[config.mk]
export PLATFORM = sky130hd
export DESIGN_NAME = polinomio_horner_flat
export DESIGN_NICKNAME = d
export VERILOG_FILES = /design/src/rtl/polinomio_horner_if.sv /design/src/rtl/polinomio_horner.sv /design/src/flat_wrapper.sv
export SDC_FILE = /design/constraint.sdc
export NUM_CORES = 1
export LEC_CHECK = 0
export ABC_AREA = 1
export ABC_CLOCK_PERIOD_IN_PS = 9000
export BUFFER_PORTS_ARGS = -buffer_cell sky130_fd_sc_hd__buf_4
export CAP_MARGIN = 20
export CORE_ASPECT_RATIO = 1.25
export CORE_UTILIZATION = 66
export CTS_BUF_LIST = sky130_fd_sc_hd__clkbuf_8
export DETAILED_ROUTE_END_ITERATION = 10
export GPL_ROUTABILITY_DRIVEN = 0
export PLACE_DENSITY = 0.88
export SLEW_MARGIN = 0
export SYNTH_ARGS = -nofsm -noshare
export SYNTH_HDL_FRONTEND = slang
export SYNTH_SLANG_ARGS = --single-unit
[constraint.sdc]
create_clock -name clk -period 9 [get_ports clk]
set_clock_uncertainty 0.1 [all_clocks]
set_input_delay 1.8 -clock clk [delete_from_list [all_inputs] [get_ports clk]]
set_output_delay 1.8 -clock clk [all_outputs]
set_load 0.01 [all_outputs]
[src/rtl/polinomio_horner_if.sv]
// Handshake and data bundle for the Horner polynomial evaluator.
// The master drives the request (inicio, x, coefs); the slave returns the result and status.
interface polinomio_horner_if #(
  parameter int W    = 16,
  parameter int XW   = 8,
  parameter int GRAU = 2
) ();

  logic                    inicio;
  logic [XW-1:0]           x;
  logic [(GRAU+1)*W-1:0]   coefs;
  logic [W-1:0]            resultado;
  logic                    pronto;
  logic                    ocupado;
  logic                    estouro;

  modport master (
    output inicio, x, coefs,
    input  resultado, pronto, ocupado, estouro
  );

  modport slave (
    input  inicio, x, coefs,
    output resultado, pronto, ocupado, estouro
  );

endinterface

[src/rtl/polinomio_horner.sv]
// Sequential Horner evaluator: one multiply-accumulate step per cycle, P(x) mod 2^W.
// Optional overflow detection is enabled by defining HORNER_OVERFLOW_FLAG_EN.
module polinomio_horner #(
  parameter int W    = 16,
  parameter int XW   = 8,
  parameter int GRAU = 2
) (
  input logic               clk,
  input logic               rst,
  polinomio_horner_if.slave bus
);

  typedef enum logic [1:0] {OCIOSO, CALC, FIM} estado_t;

  localparam logic [3:0] CNT_INI = (GRAU > 0) ? 4'(GRAU - 1) : 4'd0;

  estado_t                 estado;
  logic [XW-1:0]           x_r;
  logic [(GRAU+1)*W-1:0]   coefs_r;
  logic [W-1:0]            acc;
  logic [3:0]              cnt;
  logic [W-1:0]            resultado_r;
  logic                    pronto_r;
  logic                    ocupado_r;
  logic [W-1:0]            a_cnt;
  logic [W+XW:0]           mac;

  // Full-width step keeps the bits above W so overflow can be observed before truncation.
  assign a_cnt = coefs_r[cnt*W +: W];
  assign mac   = {{(XW+1){1'b0}}, acc} * {{(W+1){1'b0}}, x_r}
               + {{(XW+1){1'b0}}, a_cnt};

`ifdef HORNER_OVERFLOW_FLAG_EN
  logic estouro_r;
  logic passo_estouro;
  assign passo_estouro = |mac[W+XW:W];
  assign bus.estouro   = estouro_r;
`else
  logic unused_mac_hi;
  assign unused_mac_hi = ^mac[W+XW:W];
  assign bus.estouro   = 1'b0;
`endif

  always_ff @(posedge clk) begin
    if (rst) begin
      estado      <= OCIOSO;
      x_r         <= '0;
      coefs_r     <= '0;
      acc         <= '0;
      cnt         <= '0;
      resultado_r <= '0;
      pronto_r    <= 1'b0;
      ocupado_r   <= 1'b0;
`ifdef HORNER_OVERFLOW_FLAG_EN
      estouro_r   <= 1'b0;
`endif
    end else begin
      case (estado)
        OCIOSO: begin
          pronto_r <= 1'b0;
          if (bus.inicio) begin
            x_r       <= bus.x;
            coefs_r   <= bus.coefs;
            acc       <= bus.coefs[GRAU*W +: W];
            cnt       <= CNT_INI;
            ocupado_r <= 1'b1;
`ifdef HORNER_OVERFLOW_FLAG_EN
            estouro_r <= 1'b0;
`endif
            // A constant polynomial has no steps to run, so it completes immediately.
            if (GRAU == 0) begin
              estado      <= FIM;
              resultado_r <= bus.coefs[W-1:0];
              pronto_r    <= 1'b1;
            end else begin
              estado <= CALC;
            end
          end
        end
        CALC: begin
          acc <= mac[W-1:0];
`ifdef HORNER_OVERFLOW_FLAG_EN
          estouro_r <= estouro_r | passo_estouro;
`endif
          if (cnt == 4'd0) begin
            estado      <= FIM;
            resultado_r <= mac[W-1:0];
            pronto_r    <= 1'b1;
          end else begin
            cnt <= cnt - 4'd1;
          end
        end
        FIM: begin
          pronto_r  <= 1'b0;
          ocupado_r <= 1'b0;
          estado    <= OCIOSO;
        end
        default: begin
          pronto_r  <= 1'b0;
          ocupado_r <= 1'b0;
          estado    <= OCIOSO;
        end
      endcase
    end
  end

  assign bus.resultado = resultado_r;
  assign bus.pronto    = pronto_r;
  assign bus.ocupado   = ocupado_r;

endmodule

[src/flat_wrapper.sv]
// flat-port wrapper written by rule: the top's interface ports become plain ports
module polinomio_horner_flat 
#(
  parameter int W    = 16,
  parameter int XW   = 8,
  parameter int GRAU = 2
)
  (clk, rst, bus_inicio, bus_x, bus_coefs, bus_resultado, bus_pronto, bus_ocupado, bus_estouro);
  polinomio_horner_if #(.W(W), .XW(XW), .GRAU(GRAU)) bus_i ();
  input logic clk;
  input logic rst;
  input wire logic [$bits(bus_i.inicio)-1:0] bus_inicio;
  input wire logic [$bits(bus_i.x)-1:0] bus_x;
  input wire logic [$bits(bus_i.coefs)-1:0] bus_coefs;
  output wire logic [$bits(bus_i.resultado)-1:0] bus_resultado;
  output wire logic [$bits(bus_i.pronto)-1:0] bus_pronto;
  output wire logic [$bits(bus_i.ocupado)-1:0] bus_ocupado;
  output wire logic [$bits(bus_i.estouro)-1:0] bus_estouro;
  assign bus_i.inicio = bus_inicio;
  assign bus_i.x = bus_x;
  assign bus_i.coefs = bus_coefs;
  assign bus_resultado = bus_i.resultado;
  assign bus_pronto = bus_i.pronto;
  assign bus_ocupado = bus_i.ocupado;
  assign bus_estouro = bus_i.estouro;
  polinomio_horner #(.W(W), .XW(XW), .GRAU(GRAU)) u_core (.clk(clk), .rst(rst), .bus(bus_i));
endmodule
# Yosys cells after proc, flatten, opt, wreduce, memory -nomap -nowiden
# Cells that the tools add are included.
# op_classes
add_sub_neg,2
reduce_logical,10
shift,1
multipliers,1
mux,10
bitwise,1
n_eq_ne,4
# ops
op,count
48-bit by 9-bit indexed part select with 16-bit output,1
16-bit one-hot mux with 2 select lines,1
16-bit adder,1
16-bit by 8-bit multiplier with 16-bit output,1
16-bit two-way mux,1
2-bit AND reduction,5
4-bit two-way mux,2
4-bit one-hot mux with 2 select lines,1
4-bit logical NOT,1
2-bit two-way mux,2
"2-bit != test, second input constant",2
2-bit one-hot mux with 2 select lines,1
"4-bit by 1-bit subtractor with 4-bit output, second input constant",1
3-bit AND reduction,1
"2-bit by 1-bit == test with 1-bit output, second input constant",1
2-bit logical NOT,1
"2-bit by 1-bit != test with 1-bit output, second input constant",1
1-bit one-hot mux with 2 select lines,1
2-bit nonzero test,1
2-bit OR reduction,1
1-bit two-way mux,1
1-bit inverter,1
# word_totals
reg_bits,96
output_inout_bits,19
wordCells,37

# Depth between registers and ports, before layout
# Gate-level depths: netlist (run 1).
# depth
depth_word,3
ltp_mapped,23
ltp_nobuf,23

# Least setup slack after synthesis (run 1)
# OpenSTA, ideal clock, no wires.
# synth_path
path_kind,register -> register
from,register u_core.cnt[0]
to,register u_core.resultado_r[12] (netlist: u_core.bus.resultado[12])
setup_ns,0.116
setup_slack_ns,4.530
stages_incl_launch_ff,22
arrival_ns,4.254
period_less_slack_ns,4.470
required_ns,8.784
path_buffers,1
path_cell_list,dfxtp_1 -> nor2_1 -> clkbuf_1 -> a22oi_1 -> nand3_1 -> fa_1 -> inv_1 -> fa_1 -> fa_1 -> inv_1 -> fa_1 -> inv_1 -> ha_1 -> nand2_1 -> inv_1 -> a21oi_1 -> nand2_1 -> a21oi_1 -> xor2_1 -> nand2_1 -> o211ai_1 -> inv_1
# synth_via
elab_chain_cells,2
# synth_rtl
element,line,text
start: declaration,polinomio_horner.sv:21,logic [3:0] cnt;
start signal: assignment,polinomio_horner.sv:90,cnt <= cnt - 4'd1;
48-bit by 9-bit indexed part select with 16-bit output / 4-bit logical NOT (equally long branches),"polinomio_horner.sv:29, polinomio_horner.sv:85",
16-bit adder / 2-bit AND reduction (equally long branches),-,
end signal: assignment,polinomio_horner.sv:73,resultado_r <= bus.coefs[W-1:0];
end signal: assignment,polinomio_horner.sv:87,resultado_r <= mac[W-1:0];
end: declaration,polinomio_horner.sv:22,logic [W-1:0] resultado_r;
# Several ways; a longest one is shown, not always the timed one.
# A chain may end at the register's enable or synchronous reset.

# Worst setup path after layout (run 1)
# layout_path
from,register u_core.cnt[0]
to,register u_core.resultado_r[13] (netlist: u_core.bus.resultado[13])
# The elaborated chain is that of the path after synthesis.

==> impl_metrics.csv, run 1 <==
group,metric,value,unit
outcome,status,"finished, final reports clean",
setup_path,startpoint_type,"flip-flop",
routing,routed_wl,17200,um
die,num_rows,41,
cts,insertion_delay,380,ps
final_layout,syn_to_final_growth,10.3,%
final_layout,final_area,7830,um^2
timing,layout_min_cycle_time,5630,ps
die,core,10300,um^2
yosys,synthCells,954,
yosys,yosysWarnings,0,
timing,fmax,0.178,GHz
yosys,synth_seq_cells,96,
cts,path_clk_slew,100,ps
final_layout,num_antenna_cells,0,
yosys,synth.largest_area_cell,"dfxtp_1",
routing,wl_per_cell,15.3,um
global_routing,grt_max_degree,48,
place,io_buffers,76,
routing,viasPerCell,5.53,
die,die_h,118,um
timing,tns,0,ps
cts,cts_setup_buffers,0,
global_routing,grt-ovfl-total,0,
cts,ctsHoldBuffers,0,
final_layout,nFillCells,799,
yosys,syn-num-nets,1113,
routing,vias,6247,
cts,max-clock-path-buffers,2,
setup_path,crit_fanout,25,
place,hpwl,13600,um
yosys,ys_types,34,
timing,period_share,62.6,%
final_layout,final_net_count,1154,
routing,first_pass_iters,5,
timing,tightest_slew,904,ps
global_routing,track_usage,33.4,%
die,fp.dieArea,11200,um^2
worst_hold_path,hold_path.class,"flip-flop to flip-flop",
global_routing,grt_pass1_vias,6157,
routing,drtIter0Drc,491,
setup_path,crit_path_end_kind,"flip-flop",
yosys,synthTopCellsByArea,"dfxtp_1, fa_1, nand2_1",
routing,drc_errors,0,
yosys,ys_seq_area_share,27.1,%
timing,slew_headroom,39.7,%
cts,post_cts_resized,0,
power,leakage,4.18,nW
timing,timing.final.hold_violations,0,
cts,cts_root_buffer,"clkbuf_8",
final_layout,drive_gt1_share,10.1,%
die,initial_core_util,69.1,%
die,die_w,94.7,um
cts,cts_tree,"built",
yosys,avgSynthCellArea,7.44,um^2
setup_path,required,9170,ps
job,drv_cap,0,
global_routing,grt_pass1_wl,28900,um
yosys,netlist_area,7090,um^2
cts,cts.sinks,96,
routing,antenna_left,0,
timing,setup_viol,0,
place,place_area,7640,um^2
cts,htreeDepth,3,
yosys,yosys.area.top_type_share,27.1,%
power,powerDensity,189,nW/um^2
timing,rsz0062_at_grt,"no",
timing,drv_slew,0,
die,io_pins,78,
power,vdd.ir_drop.worst,0.132,mV
setup_path,path_class,"flip-flop to flip-flop",
setup_path,cp.arrival,5800,ps
cts,cts_buffers,9,
global_routing,antenna_found_initial,0,
-- Yosys cell counts (all sizes together) --
master / count
nand2: 241
inv: 234
dfxtp: 96
fa: 74
o21ai: 54
nand3: 39
clkbuf: 27
ha: 26
nor2: 26
buf: 21
a21oi: 20
a22o: 18
o22ai: 14
a22oi: 11
a31oi: 11
nor3: 10
o211ai: 10
xor2: 10
a32oi: 2
nand3b: 2
o221ai: 2
clkinv: 1
conb: 1
nand4: 1
o21bai: 1
o32ai: 1
xnor2: 1
-- path summary, 6_finish.rpt --
kind,start,end,slack [ps],cells past startpoint
hold / removal,u_core.coefs_r[47],u_core.coefs_r[47],360,2
setup reg to reg,u_core.cnt[0],u_core.bus.resultado[13],3370,19
hold reg to reg,u_core.coefs_r[47],u_core.coefs_r[47],360,2
setup / recovery,u_core.cnt[0],u_core.bus.resultado[13],3370,19
-- registers in the layout, summed over array words and instances, names as in the netlist --
register	cells
u_core.acc	16
u_core.estado	2
u_core.x_r	8
u_core.bus.resultado	16
u_core.coefs_r	48
u_core.bus.ocupado	1
u_core.bus.pronto	1
u_core.cnt	4
-- critical path: stages (launching register included) --
cell and delay [ps]:
dfxtp_1 790, nor2_1 380, inv_1 270, o22ai_1 100
nor3_1 380, fa_1 500, fa_1 520, inv_1 60
fa_1 440, fa_1 510, inv_1 40, ha_1 350
inv_1 90, o21ai_0 140, a31oi_1 240, nand3_1 130
xor2_1 240, nand2_1 90, o211ai_1 100, inv_1 60
-- metal layers --
layer / routed length [um] / GRT usage [%]
met3: 1290 / 5.04
met1: 6680 / 41.9
met5: 0 / 0
met4: 628 / 13.8
met2: 8630 / 56.3
-- cell usage in the layout (no fill, tap or decap), drive strengths merged, types with 2 or more instances in the layout --
cell type  instances
nand2            241
nand3b             2
a21oi             20
o22ai             14
dfxtp             96
o211ai            10
nor2              26
a22oi             11
clkbuf             9
buf               78
a22o              18
fa                74
o21ai             54
clkinvlp           3
a32oi              2
ha                26
inv              237
nand3             39
clkinv             2
nor3              10
xor2              10
o221ai             2
a31oi             11
-- cell type report --
cell class	count	area [um^2]	area share [%]
multi-input cells	575	4090	52.3
well taps	129	161	2.06
repair buffers	78	586	7.48
flip-flops and latches	96	1920	24.6
inverters	235	882	11.3
clock inverters	7	57.6	0.736
clock buffers	9	124	1.58
-- report_power, final --
group	leakage (nW)	internal (W)	switching, W	total (W)
clock network	0.0867	0.000104	0.000160	0.000264
registers	0.788	0.000480	0.0000810	0.000561
logic	3.31	0.000240	0.000414	0.000654
-- cell families after synthesis --
kind of cell,count (synthesis),share of synthesized area [%]
AND/OR/NAND/NOR,319,18.0
XOR/XNOR,11,1.36
buffers and inverters,283,15.3
adder cells (fa/ha/maj),100,25.5
AO/OA/AOI/OAI,144,12.6
other,1,0.0529
flip-flops,96,27.1
-- per-stage QoR --
step / util [%] / setup WS [ps] / power, W / hold slack [ps] / cells
finish: 76.3 / 3370 / 0.00148 / 365 / 1129
global route: 76.3 / 2970 / 0.00159 / 388 / 1129
CTS: 76.3 / 3390 / 0.00147 / 365 / 1129
detailed placement: 74.5 / 3410 / 0.00121 / 349 / 1113
global placement: 74.5 / 3590 / 0.00119 / 338 / 1113
floorplan: - / 4530 / 0.00101 / 324 / 954
No activity file was read; power rests on OpenSTA's default activity.
==> run 2, diff against run 1 <==
--- a/config.mk
+++ b/config.mk
@@ -5,16 +5,16 @@
 export SDC_FILE = /design/constraint.sdc
 export NUM_CORES = 1
 export LEC_CHECK = 0
-export ABC_AREA = 1
-export ABC_CLOCK_PERIOD_IN_PS = 9000
+export ABC_AREA = 0
+export ABC_CLOCK_PERIOD_IN_PS = 5300
 export BUFFER_PORTS_ARGS = -buffer_cell sky130_fd_sc_hd__buf_4
 export CAP_MARGIN = 20
 export CORE_ASPECT_RATIO = 1.25
-export CORE_UTILIZATION = 66
+export CORE_UTILIZATION = 61
 export CTS_BUF_LIST = sky130_fd_sc_hd__clkbuf_8
 export DETAILED_ROUTE_END_ITERATION = 10
 export GPL_ROUTABILITY_DRIVEN = 0
-export PLACE_DENSITY = 0.88
+export PLACE_DENSITY = 0.83
 export SLEW_MARGIN = 0
 export SYNTH_ARGS = -nofsm -noshare
 export SYNTH_HDL_FRONTEND = slang
==> constraint.sdc (replaced) <==
create_clock -name clk -period 5.3 [get_ports clk]
set_clock_uncertainty 0.1 [all_clocks]
set_input_delay 1.06 -clock clk [delete_from_list [all_inputs] [get_ports clk]]
set_output_delay 1.06 -clock clk [all_outputs]
set_load 0.01 [all_outputs]
==> run 2 against run 1 <==
  * Critical path depth is 2 lower
  * Clock power up 89%
  * Largest cell class unchanged
  * Highest routed layer unchanged
  * Final area is 0.42% lower
==> impl_metrics.csv, run 2 <==
group,metric,value,unit
outcome,status,"finished, final reports clean",
setup_path,crit_path_end_kind,"flip-flop",
yosys,synth_top_flop_cell,"dfxtp_1",
yosys,synth_xor_area_share,3.31,%
yosys,synthSimpleGateAreaFrac,21.0,%
setup_path,startpoint_type,"flip-flop",
cts,path_clk_slew,100,ps
yosys,synth_seq_cells,96,
job,drv_cap,0,
die,initial_core_util,63.8,%
setup_path,required,5430,ps
yosys,ys_types,42,
global_routing,grt-ovfl-total,0,
yosys,syn-num-nets,1011,
setup_path,path_class,"flip-flop to flip-flop",
setup_path,crit_fanout,13,
place,hpwl,13300,um
yosys,synthTopCellsByArea,"dfxtp_1, fa_1, nand2_1",
die,die_w,96.9,um
final_layout,final_net_count,1064,
cts,cts_buffers,9,
yosys,ys_seq_area_share,28.0,%
yosys,async_flop_share,0,%
global_routing,grt_max_degree,98,
yosys,synth_compound_area_share,11.3,%
power,vdd.ir_drop.worst,0.282,mV
routing,routed_wl,17000,um
final_layout,layout_common_cells,"nand2_1, dfxtp_1, inv_1",
die,core,10800,um^2
cts,insertion_delay,380,ps
timing,fmax,0.199,GHz
cts,htreeDepth,3,
cts,cts.sinks,96,
routing,first_pass_iters,6,
timing,setup_viol,0,
final_layout,drive_gt1_share,13.0,%
place,io_buffers,76,
timing,period_share,94.6,%
timing,drv_slew,0,
routing,viasPerCell,5.62,
cts,cts_tree,"built",
final_layout,nFillCells,795,
final_layout,regMostFlops,"u_core.coefs_r",
routing,drtIter0Drc,392,
timing,holdWs,361,ps
global_routing,track_usage,30.7,%
global_routing,antenna_found_initial,0,
yosys,synth_edf_count,0,
yosys,synthMostInstantiatedCell,"nand2_1",
yosys,synth_common_cells,"nand2_1, dfxtp_1, inv_1, a21oi_1, fa_1",
final_layout,num_antenna_cells,0,
yosys,synthCells,852,
die,fp.dieArea,11700,um^2
die,die_h,121,um
global_routing,grt_pass1_wl,28600,um
yosys,synth.mux.area_fraction,2.33,%
final_layout,syn_to_final_growth,13.4,%
timing,tns,0,ps
yosys,synth_fa_ha_area_share,26.3,%
timing,slew_headroom,25.1,%
setup_path,cp.arrival,5150,ps
yosys,synth.largest_area_cell,"dfxtp_1",
power,leakage,3.40,nW
timing,rsz0062_at_grt,"no",
yosys,netlist_area,6870,um^2
die,io_pins,78,
cts,max-clock-path-buffers,2,
routing,wl_per_cell,16.3,um
timing,layout_min_cycle_time,5020,ps
die,num_rows,42,
yosys,avgSynthCellArea,8.07,um^2
final_layout,final_common_cell,"nand2_1",
yosys,yosys.area.top_type_share,28.0,%
cts,cts_root_buffer,"clkbuf_8",
global_routing,grt_pass1_vias,6083,
final_layout,largest_reg_flops,48,
routing,vias,5853,
timing,timing.final.hold_violations,0,
routing,antenna_left,0,
yosys,synth_top_family_by_area,"adder cells",
routing,drc_errors,0,
yosys,yosysWarnings,0,
worst_hold_path,hold_path.class,"flip-flop to flip-flop",
timing,tightest_slew,1120,ps
power,powerDensity,240,nW/um^2
==> run 2: cell types whose count changed after synthesis, moves of 16 or more <==
cell / change
xnor2_1: +24
a22o_1: -18
and2_1: +51
a21oi_1: +68
inv_1: -139
buf_2: -17
o21ai_0: -40
mux2i_1: +16
nand3_1: -36
clkbuf_1: +16
==> run 2: per-stage QoR <==
step / util [%] / total power [W] / instances / setup WS, ps / cell area, um^2
after floorplan: - / 0.00119 / 852 / 39.1 / 6870
after global placement: 69.8 / 0.00134 / 1025 / 256 / 7520
after detailed placement: 69.8 / 0.00137 / 1025 / 98.9 / 7520
after CTS: 71.7 / 0.00186 / 1040 / 99.0 / 7730
after global routing: 72.3 / 0.00198 / 1041 / 0.247 / 7790
final: 72.3 / 0.00187 / 1041 / 284 / 7790
==> run 2: final cells by class <==
cell class | instances | area [um^2] | share of cell area (%)
clock buffers | 11 | 151 | 1.94
flip-flops and latches | 96 | 1930 | 24.7
multi-input cells | 616 | 4470 | 57.3
clock inverters | 4 | 52.6 | 0.674
inverters | 92 | 345 | 4.43
well taps | 132 | 165 | 2.12
repair buffers | 90 | 687 | 8.82
==> run 2: where the power goes <==
part           internal, W  switching, W
Sequential        0.000776     0.0000648
Combinational     0.000214      0.000319
Clock             0.000243      0.000256
Total              0.00123      0.000640
==> run 2: kinds of logic (layout without fill, tap and decap cells) <==
kind of cell             Yosys count  count (layout)
AND/OR/NAND/NOR                  335             335
buffers and inverters            140             197
AO/OA/AOI/OAI                    138             138
adder cells (fa/ha/maj)          100             100
flip-flops                        96              96
XOR/XNOR                          26              26
multiplexers                      16              16
other                              1               1
==> run 2: critical path: stages, from the launching register on <==
cell and delay [ps]:
dfxtp_4 380, buf_8 160, mux2i_1 130, o21ai_0 210
nand2_1 110, fa_1 540, inv_1 50, fa_1 470
fa_1 560, fa_1 420, ha_1 380, o21a_1 220
nor2_1 130, nor3_1 100, or4_4 500, a21oi_4 180
xnor2_2 150, o22ai_1 100
==> run 2: worst paths after layout <==
check / from / endpoint / slack, ps / cells after the start
worst max register to register: u_core.cnt[1] / u_core.acc[15] / 280 / 17
worst max-delay path: u_core.cnt[1] / u_core.acc[15] / 280 / 17
worst min-delay path: u_core.coefs_r[41] / u_core.coefs_r[41] / 360 / 2
worst min register to register: u_core.coefs_r[41] / u_core.coefs_r[41] / 360 / 2
==> run 2: metal layers <==
layer	vias to the layer above	track usage [%]	wire length [um]	part of all wire, %
met4	0	14.5	667	3.9
met5	-	0	0	0
met1	2830	38.7	7000	41
met3	47	5.84	970	5.7
li1	2771	-	-	-
met2	205	50.8	8320	49
==> run 2: repair_timing <==
item,CTS,global route
hold buffers,0,0
endpoints found under the setup margin,0,9
setup buffers,0,1
resized for setup,0,14
